<file path="src/rtl/iterative_alu.sv">
// iterative_alu: multi-cycle ALU with Booth multiplier and non-restoring divider.
// Define ALU_RADIX4_BOOTH_EN to switch MUL to radix-4 bit-pair Booth recoding.
module iterative_alu #(
    parameter int WIDTH = 32
) (
    input  logic             clock,
    input  logic             clear,
    input  logic             start,
    input  logic [3:0]       opcode,
    input  logic [WIDTH-1:0] input_a,
    input  logic [WIDTH-1:0] input_b,
    output logic             busy,
    output logic             done,
    output logic [WIDTH-1:0] result_lo,
    output logic [WIDTH-1:0] result_hi,
    output logic             overflow,
    output logic             div_zero
);

    localparam int SHW = $clog2(WIDTH);
    localparam int CW  = $clog2(WIDTH + 1);
`ifdef ALU_RADIX4_BOOTH_EN
    localparam int MUL_STEPS = WIDTH / 2;
`else
    localparam int MUL_STEPS = WIDTH;
`endif
    localparam logic [CW-1:0]    MUL_CNT = CW'(MUL_STEPS);
    localparam logic [CW-1:0]    DIV_CNT = CW'(WIDTH);
    localparam logic [CW-1:0]    ONE_CNT = CW'(1);
    localparam logic [SHW:0]     WSZ     = (SHW + 1)'(WIDTH);
    localparam logic [WIDTH-1:0] MIN_VAL = {1'b1, {(WIDTH - 1){1'b0}}};
    localparam logic [WIDTH-1:0] ZERO    = '0;

    localparam logic [3:0] OP_OR   = 4'd0;
    localparam logic [3:0] OP_AND  = 4'd1;
    localparam logic [3:0] OP_NOT  = 4'd2;
    localparam logic [3:0] OP_ADD  = 4'd3;
    localparam logic [3:0] OP_SUB  = 4'd4;
    localparam logic [3:0] OP_NEG  = 4'd5;
    localparam logic [3:0] OP_MUL  = 4'd6;
    localparam logic [3:0] OP_DIV  = 4'd7;
    localparam logic [3:0] OP_SHL  = 4'd8;
    localparam logic [3:0] OP_SHR  = 4'd9;
    localparam logic [3:0] OP_SHRA = 4'd10;
    localparam logic [3:0] OP_ROL  = 4'd11;
    localparam logic [3:0] OP_ROR  = 4'd12;

    typedef enum logic [2:0] {
        S_IDLE,
        S_MUL,
        S_DIV,
        S_DIVFIX,
        S_DONE
    } state_t;

    state_t state;
    state_t state_nxt;

    logic [CW-1:0]    count;

    // Booth working registers: {acc_hi, acc_lo, acc_q} is the shifting product
    logic [WIDTH-1:0] mcand;
    logic [WIDTH+1:0] acc_hi;
    logic [WIDTH-1:0] acc_lo;
    logic             acc_q;

    // Divider working registers operate on magnitudes
    logic [WIDTH+1:0] rem;
    logic [WIDTH-1:0] quo;
    logic [WIDTH-1:0] dvsr;
    logic             sign_q;
    logic             sign_r;
    logic             div_ovf;

    logic             msb_a;
    logic             msb_b;
    logic             quick_op;
    logic [WIDTH-1:0] a_abs;
    logic [WIDTH-1:0] b_abs;

    logic [SHW-1:0]   shamt;
    logic [SHW-1:0]   rotamt;
    logic [SHW:0]     rot_inv;
    logic [WIDTH-1:0] sum;
    logic [WIDTH-1:0] diff;
    logic [WIDTH-1:0] neg;

    logic [WIDTH-1:0] q_lo;
    logic [WIDTH-1:0] q_hi;
    logic             q_ovf;
    logic             q_dz;

    logic [WIDTH+1:0] m_ext;
    logic [WIDTH+1:0] booth_sum;
    logic [WIDTH+1:0] booth_hi_nxt;
    logic [WIDTH-1:0] booth_lo_nxt;
    logic             booth_q_nxt;

    logic [WIDTH+1:0] d_ext;
    logic [WIDTH+1:0] div_shift;
    logic [WIDTH+1:0] div_rem_nxt;
    logic [WIDTH-1:0] div_quo_nxt;
    logic [WIDTH-1:0] rem_mag;
    logic [WIDTH-1:0] quo_out;
    logic [WIDTH-1:0] rem_out;

    assign msb_a = input_a[WIDTH-1];
    assign msb_b = input_b[WIDTH-1];
    assign a_abs = msb_a ? (ZERO - input_a) : input_a;
    assign b_abs = msb_b ? (ZERO - input_b) : input_b;

    // MUL and non-zero DIV iterate; everything else resolves at the start edge
    assign quick_op = !((opcode == OP_MUL) ||
                        ((opcode == OP_DIV) && (input_b != ZERO)));

    assign shamt   = input_b[SHW-1:0];
    assign rotamt  = ({1'b0, shamt} >= WSZ) ? (shamt - WSZ[SHW-1:0]) : shamt;
    assign rot_inv = WSZ - {1'b0, rotamt};
    assign sum     = input_a + input_b;
    assign diff    = input_a - input_b;
    assign neg     = ZERO - input_a;

    // Single-cycle result selection straight from the live operands
    always_comb begin
        q_lo  = '0;
        q_hi  = '0;
        q_ovf = 1'b0;
        q_dz  = 1'b0;
        case (opcode)
            OP_OR:   q_lo = input_a | input_b;
            OP_AND:  q_lo = input_a & input_b;
            OP_NOT:  q_lo = ~input_a;
            OP_ADD: begin
                q_lo  = sum;
                q_ovf = (msb_a == msb_b) && (sum[WIDTH-1] != msb_a);
            end
            OP_SUB: begin
                q_lo  = diff;
                q_ovf = (msb_a != msb_b) && (diff[WIDTH-1] != msb_a);
            end
            OP_NEG: begin
                q_lo  = neg;
                q_ovf = (input_a == MIN_VAL);
            end
            OP_DIV: begin
                q_lo = '1;
                q_hi = input_a;
                q_dz = 1'b1;
            end
            OP_SHL:  q_lo = input_a << shamt;
            OP_SHR:  q_lo = input_a >> shamt;
            OP_SHRA: q_lo = $signed(input_a) >>> shamt;
            OP_ROL:  q_lo = (input_a << rotamt) | (input_a >> rot_inv);
            OP_ROR:  q_lo = (input_a >> rotamt) | (input_a << rot_inv);
            default: q_lo = '0;
        endcase
    end

    assign m_ext = {{2{mcand[WIDTH-1]}}, mcand};

`ifdef ALU_RADIX4_BOOTH_EN
    // Radix-4 Booth step: recode a bit pair, add 0/+-M/+-2M, shift by two
    always_comb begin
        booth_sum = acc_hi;
        case ({acc_lo[1:0], acc_q})
            3'b001, 3'b010: booth_sum = acc_hi + m_ext;
            3'b011:         booth_sum = acc_hi + {m_ext[WIDTH:0], 1'b0};
            3'b100:         booth_sum = acc_hi - {m_ext[WIDTH:0], 1'b0};
            3'b101, 3'b110: booth_sum = acc_hi - m_ext;
            default:        booth_sum = acc_hi;
        endcase
        booth_hi_nxt = {{2{booth_sum[WIDTH+1]}}, booth_sum[WIDTH+1:2]};
        booth_lo_nxt = {booth_sum[1:0], acc_lo[WIDTH-1:2]};
        booth_q_nxt  = acc_lo[1];
    end
`else
    // Radix-2 Booth step: add/sub M on a 01/10 pair, then shift by one
    always_comb begin
        booth_sum = acc_hi;
        case ({acc_lo[0], acc_q})
            2'b01:   booth_sum = acc_hi + m_ext;
            2'b10:   booth_sum = acc_hi - m_ext;
            default: booth_sum = acc_hi;
        endcase
        booth_hi_nxt = {booth_sum[WIDTH+1], booth_sum[WIDTH+1:1]};
        booth_lo_nxt = {booth_sum[0], acc_lo[WIDTH-1:1]};
        booth_q_nxt  = acc_lo[0];
    end
`endif

    assign d_ext = {2'b00, dvsr};

    // Non-restoring step plus the final remainder fix-up and sign application
    always_comb begin
        div_shift   = {rem[WIDTH:0], quo[WIDTH-1]};
        div_rem_nxt = rem[WIDTH+1] ? (div_shift + d_ext) : (div_shift - d_ext);
        div_quo_nxt = {quo[WIDTH-2:0], ~div_rem_nxt[WIDTH+1]};
        rem_mag     = rem[WIDTH+1] ? (rem[WIDTH-1:0] + dvsr) : rem[WIDTH-1:0];
        quo_out     = sign_q ? (ZERO - quo) : quo;
        rem_out     = sign_r ? (ZERO - rem_mag) : rem_mag;
    end

    // State register
    always_ff @(posedge clock or posedge clear) begin
        if (clear) begin
            state <= S_IDLE;
        end else begin
            state <= state_nxt;
        end
    end

    // Next-state logic and handshake outputs
    always_comb begin
        state_nxt = state;
        busy      = 1'b0;
        done      = 1'b0;
        case (state)
            S_IDLE: begin
                if (start) begin
                    if (opcode == OP_MUL) begin
                        state_nxt = S_MUL;
                    end else if (!quick_op) begin
                        state_nxt = S_DIV;
                    end else begin
                        state_nxt = S_DONE;
                    end
                end
            end
            S_MUL: begin
                busy = 1'b1;
                if (count == ONE_CNT) begin
                    state_nxt = S_DONE;
                end
            end
            S_DIV: begin
                busy = 1'b1;
                if (count == ONE_CNT) begin
                    state_nxt = S_DIVFIX;
                end
            end
            S_DIVFIX: begin
                busy      = 1'b1;
                state_nxt = S_DONE;
            end
            S_DONE: begin
                done      = 1'b1;
                state_nxt = S_IDLE;
            end
            default: state_nxt = S_IDLE;
        endcase
    end

    // Operand latch, iteration datapath and result registers
    always_ff @(posedge clock or posedge clear) begin
        if (clear) begin
            count     <= '0;
            mcand     <= '0;
            acc_hi    <= '0;
            acc_lo    <= '0;
            acc_q     <= 1'b0;
            rem       <= '0;
            quo       <= '0;
            dvsr      <= '0;
            sign_q    <= 1'b0;
            sign_r    <= 1'b0;
            div_ovf   <= 1'b0;
            result_lo <= '0;
            result_hi <= '0;
            overflow  <= 1'b0;
            div_zero  <= 1'b0;
        end else begin
            case (state)
                S_IDLE: begin
                    if (start) begin
                        count   <= (opcode == OP_MUL) ? MUL_CNT : DIV_CNT;
                        mcand   <= input_a;
                        acc_hi  <= '0;
                        acc_lo  <= input_b;
                        acc_q   <= 1'b0;
                        rem     <= '0;
                        quo     <= a_abs;
                        dvsr    <= b_abs;
                        sign_q  <= msb_a ^ msb_b;
                        sign_r  <= msb_a;
                        div_ovf <= (input_a == MIN_VAL) && (input_b == '1);
                        if (quick_op) begin
                            result_lo <= q_lo;
                            result_hi <= q_hi;
                            overflow  <= q_ovf;
                            div_zero  <= q_dz;
                        end
                    end
                end
                S_MUL: begin
                    acc_hi <= booth_hi_nxt;
                    acc_lo <= booth_lo_nxt;
                    acc_q  <= booth_q_nxt;
                    count  <= count - ONE_CNT;
                    if (count == ONE_CNT) begin
                        result_lo <= booth_lo_nxt;
                        result_hi <= booth_hi_nxt[WIDTH-1:0];
                        overflow  <= 1'b0;
                        div_zero  <= 1'b0;
                    end
                end
                S_DIV: begin
                    rem   <= div_rem_nxt;
                    quo   <= div_quo_nxt;
                    count <= count - ONE_CNT;
                end
                S_DIVFIX: begin
                    result_lo <= quo_out;
                    result_hi <= rem_out;
                    overflow  <= div_ovf;
                    div_zero  <= 1'b0;
                end
                default: begin
                end
            endcase
        end
    end

endmodule

</file>
<file path="config.mk">
export PLATFORM = sky130hd
export DESIGN_NAME = iterative_alu
export DESIGN_NICKNAME = d
export VERILOG_FILES = /design/src/rtl/iterative_alu.sv
export SDC_FILE = /design/constraint.sdc
export NUM_CORES = 2
export LEC_CHECK = 0
export ABC_AREA = 1
export BUFFER_PORTS_ARGS = -buffer_cell sky130_fd_sc_hd__buf_4
export CAP_MARGIN = 40
export CORE_MARGIN = 1
export CORE_UTILIZATION = 25
export DETAILED_ROUTE_END_ITERATION = 12
export GPL_TIMING_DRIVEN = 0
export PLACE_DENSITY_LB_ADDON = 0.05
export SYNTH_ARGS = -nofsm -noshare
export SYNTH_HDL_FRONTEND = slang
export SYNTH_SLANG_ARGS = --single-unit
export TNS_END_PERCENT = 5
</file>
<file path="constraint.sdc">
create_clock -name clock -period 8 [get_ports clock]
set_clock_uncertainty 0.1 [all_clocks]
set_input_delay 0.4 -clock clock [delete_from_list [all_inputs] [get_ports clock]]
set_output_delay 0.4 -clock clock [all_outputs]
set_load 0.05 [all_outputs]
</file>
## After elaboration in Yosys (flattened, before gate mapping)

Cells that the tools add are included.

| word-level totals | value |
|---|---|
| flip-flop bits (word level) | 275 |
| word-level logic and storage cells | 135 |
| output and inout bits | 68 |

| operators by class | value |
|---|---|
| shifts and indexed selects | 5 |
| muxes and demuxes | 45 |
| bitwise logic cells | 7 |
| reductions and logical operators | 20 |
| add/subtract/negate cells | 13 |
| equal/unequal tests | 29 |

Operators by type and width:

| cell | count |
|---|---|
| $mux W32 | 14 |
| $pmux W32 S12 | 1 |
| $pmux W34 S2 | 3 |
| $pmux W32 S3 | 2 |
| $pmux W32 S2 | 2 |
| $sub A1 B32 Y32 const A | 4 |
| $or A32 B32 Y32 | 3 |
| $mux W34 | 2 |
| $add A32 B32 Y32 | 2 |
| $eq A32 B32 Y1 const B | 2 |
| $add A34 B32 Y34 | 1 |
| $add A34 B34 Y34 | 1 |
| $sub A34 B32 Y34 | 1 |
| $sub A34 B34 Y34 | 1 |
| $and A32 B32 Y32 | 1 |
| $not A32 Y32 | 1 |
| $reduce_bool A32 Y1 | 1 |
| $shl A32 B5 Y32 | 1 |
| $shl A32 B6 Y32 | 1 |
| $shr A32 B5 Y32 | 1 |
| $shr A32 B6 Y32 | 1 |
| $sshr A32 B5 Y32 | 1 |
| $sub A32 B32 Y32 | 1 |
| $eq A4 B4 Y1 const B | 5 |
| 34 further kinds | 66 |

## Logic depth before layout (Yosys ltp)

| depth | value |
|---|---|
| depth in word-level cells | 7 |
| depth in mapped cells | 26 |
| gate-level depth less buffers | 26 |

## Least setup slack after synthesis

OpenSTA, ideal clock, no wires.

| timing | value |
|---|---|
| path kind | reg-to-reg |
| from | reg rem[33] |
| to | reg rem[23] |
| setup slack | 4222 ps |
| library setup time | 76 ps |
| data arrival time | 3602 ps |
| buffers on the path | 5 |
| required time | 7824 ps |
| stages on the path, launching flop included | 25 |
| cell sequence | dfrtp_1 buf_6 inv_4 buf_2 buf_1 clkbuf_1 buf_1 o21ai_0 o22ai_1 ha_1 a21oi_1 o21ai_1 a21oi_1 o21ai_0 a21boi_1 o21ai_0 nand2_1 nand2_1 nand2_1 nand2_1 nand2_1 nand2_1 nand2_1 nand2_1 o21ai_1 |

| between the ends | value |
|---|---|
| longest elaborated chain between the ends | 2 |

RTL lines:

| element | line | RTL |
|---|---|---|
| start: declaration | 68 | `logic [WIDTH+1:0] rem;` |
| start signal: assignment | 307 | `rem <= div_rem_nxt;` |
| $mux W34 | 196 | `div_rem_nxt = rem[WIDTH+1] ? (div_shift + d_ext) : (div_shift - d_ext);` |
| $pmux W34 S2 | 272 | `case (state)` |

No other way between the ends.
A chain may end at the register's enable or synchronous reset.

## Worst setup path in the final report

Ends and elaborated chain as after synthesis.

==> flow_metrics.tcl <==
set metrics [dict create \
    status "complete, no violations" \
    placed_cells_incl_taps 7852 \
    grt_overflow 0 \
    die_area_um2 139500 \
    reg2reg_depth 23 \
    ys_ff_latch 273 \
    synth_cells 5860 \
    cp-end-kind "register" \
    met1_length_mm 110.9 \
    cts.sinks 273 \
    fmax_mhz 176.5 \
    fp-row-count 135 \
    vias 43406 \
    yosysSeqAreaShare_pct 19.80 \
    final_cell_mix "nand2_1, o21ai_0, inv_1, nor2_1, a21oi_1" \
    cts_hold_buf 4 \
    crit_arrival_ns 6.05 \
    design_area_um2 40110 \
    synth.area.top_cells "dfrtp_1, nand2_1, o21ai_0, ha_1, inv_1" \
    detail_route.iter0.violations 4352 \
    dieHeight_um 373.5 \
    startpoint "rem[33]" \
    finalWeightedCongestion 1.028 \
    area_delta_synth_final_pct 16.23 \
    drcViolationCount 0 \
    cts_tree "done" \
    timing.final.crit_share_pct 70.83 \
    met3_length_mm 14.01 \
    fp.dieW_um 373.5 \
    final_common_cell "nand2_1" \
    grt_start_max_net_pins 35 \
    wl_per_cell_um 32.14 \
    insertion_delay_ns 0.63 \
    r2r_slack_ns 2.33 \
    finalPower_uw 14840 \
    min_period_ns 5.666 \
    crit_fanout 10 \
    synth_edf_count 0 \
    synth.avg_cell_area_um2 5.889 \
    synthArstFlopShare_pct 100.0 \
    dpl.hpwl_mm 218.4 \
    syn_area_um2 34510 \
    top_layer "met5" \
    ir_worst_vdd_v 0.0001739 \
    synth.distinct_cells 73 \
    required_ns 8.39 \
    r2r-end "rem[23]" \
    post_cts_buffers 0 \
    total_leakage_power_uw 0.01911 \
    synth_largest_area_cell "dfrtp_1" \
    numCtsBuffers 40 \
    io-pin-count 139 \
    setup_tns_ns 0 \
    powerDensity_nw_per_um2 369.9 \
    clk_pin_slew_worst_paths_ns 0.06 \
    drv_cap 0 \
    r2r_start "rem[33]" \
    grtUsageTotal_pct 35.30 \
    initial_core_util_pct 25.35 \
    antenna_found_initial 10 \
    synthFlopType "dfrtp_1" \
    final_cell_count_no_fill 7934 \
    tightest_slew_ns 0.9541 \
    nets 6398 \
    endpoint "rem[23]" \
    firstDrtPassIters 6 \
    viasPerCell 5.471 \
    placed_area_um2 38660 \
    htree_levels 2 \
    synth_top_cell_area_share_pct 19.80 \
    first_global_vias 41428 \
    layout-drive-gt1-share_pct 6.897 \
    cts_resized 0 \
    antenna_left 0 \
    crit_type "register to register" \
    critPathLaunchType "register" \
    final-hold-violation-count 0 \
    yosys_warnings 0 \
    maxSlewHeadroom_pct 35.72 \
    syn-num-nets 6140 \
    setup_viol 0 \
    routed-wl-met2_mm 115.3 \
    slew_violations 0 \
    hp-class "input pin to register" \
    n_fill_cell 15708 \
    grt_pass1_wl_mm 344.0 \
    routed_wl_mm 255.0 \
    rsz0062_at_grt "false" \
    cts_root_buffer "clkbuf_16" \
    cts_buffer_depth 3 \
    numPortBuffers 138 \
    placeableCoreArea_um2 136100 \
]
state kept, by name (all words and copies together) (netlist names), 3 cells and up:
signal,cells
acc_hi,33
acc_lo,32
count,6
dvsr,32
mcand,32
quo,32
rem,34
result_hi,32
result_lo,32
state,3
power breakdown:
| part | leakage (µW) | internal, µW | switching, µW |
|---|---|---|---|
| Clock | 0.000681 | 1160 | 824 |
| Sequential | 0.00344 | 2020 | 694 |
| Combinational | 0.0150 | 2850 | 7290 |
area by class of cell:
cell class	instances	area [µm²]	share of cell area [%]
Clock buffer	53	1130	2.817
Tap cell	1781	2228	5.556
Multi-Input combinational cell	4630	23990	59.81
Clock inverter	19	261.5	0.6519
Antenna cell	5	12.51	0.03119
Inverter	690	2601	6.485
Sequential cell	273	6832	17.03
Buffer	267	1101	2.745
Timing Repair Buffer	216	1956	4.876
through the flow:
stage / setup slack [ns] / util, % / hold slack, ns
CTS: 2.297 / 29.45 / 0.0007963
global route: 1.921 / 29.45 / 0.04667
finish: 2.334 / 29.46 / 0.05418
floorplan: 3.891 / - / 0.3524
global placement: 1.179 / 27.75 / 0.3687
detailed placement: 1.909 / 28.40 / 0.3708
Yosys cell counts (all sizes together), types with 2 or more instances:
master / n
a211oi: 17
o2111ai: 7
nand3: 338
o221ai: 60
nor2: 623
dfrtp: 273
and2: 7
a32o: 2
nand4: 81
a21boi: 10
a21o: 15
inv: 680
xnor2: 17
nor4: 20
o311ai: 2
o21a: 11
clkinv: 10
nor3: 84
fa: 5
o22ai: 66
clkbuf: 187
o211ai: 63
a31oi: 41
ha: 204
mux2i: 17
a21oi: 413
nand2: 1574
a22oi: 4
or2: 25
o31ai: 20
nand3b: 13
nor3b: 3
o21ai: 724
and3: 3
xor2: 101
o21bai: 29
buf: 80
a22o: 4
a221oi: 16
a221o: 3
cell families (layout without fill, tap and decap cells):
kind of cell / Yosys count / after routing / share of synthesized area (%)
multiplexers: 17 / 17 / 0.4931
buffers and inverters: 957 / 1245 / 10.72
XOR/XNOR: 118 / 118 / 3.017
flip-flops: 273 / 273 / 19.80
AND/OR/NAND/NOR: 2771 / 2771 / 33.54
AO/OA/AOI/OAI: 1515 / 1515 / 24.75
other: 0 / 5 / 0
adder cells (fa/ha/maj): 209 / 209 / 7.686
critical path: stages (launching register included):
cell	delay, ns
dfrtp_1	0.34
buf_6	0.16
buf_2	0.28
buf_1	0.48
clkbuf_1	0.51
buf_8	0.22
buf_1	0.51
o21ai_0	0.28
ha_1	0.33
nand2_1	0.04
o21ai_1	0.20
a21oi_1	0.15
o21ai_0	0.29
a21boi_1	0.21
o21ai_0	0.64
nand2_1	0.10
nand2_1	0.17
nand2_1	0.07
nand2_1	0.10
nand2_1	0.06
nand2_1	0.07
nand2_1	0.05
nand2_1	0.05
o21ai_1	0.07
layer usage:
layer	vias up	global-route usage, %
li1	20091	-
met1	21257	46.35
met2	1680	57.36
met3	374	3.682
met4	4	17.43
met5	-	0
how the worst min path moves through the flow:
stage | from | end | slack (ns) | cells after the start
floorplan | acc_lo[10] | acc_lo[10] | 0.35 | 2
global placement | acc_lo[18] | acc_lo[18] | 0.37 | 2
detailed placement | clear | acc_hi[6] | 0.37 | 3
CTS | input_b[10] | acc_lo[10] | 0.0008 | 3
global route | input_b[27] | acc_lo[27] | 0.05 | 3
finish | input_b[10] | acc_lo[10] | 0.05 | 3
Power figures use the tool's default switching activity.
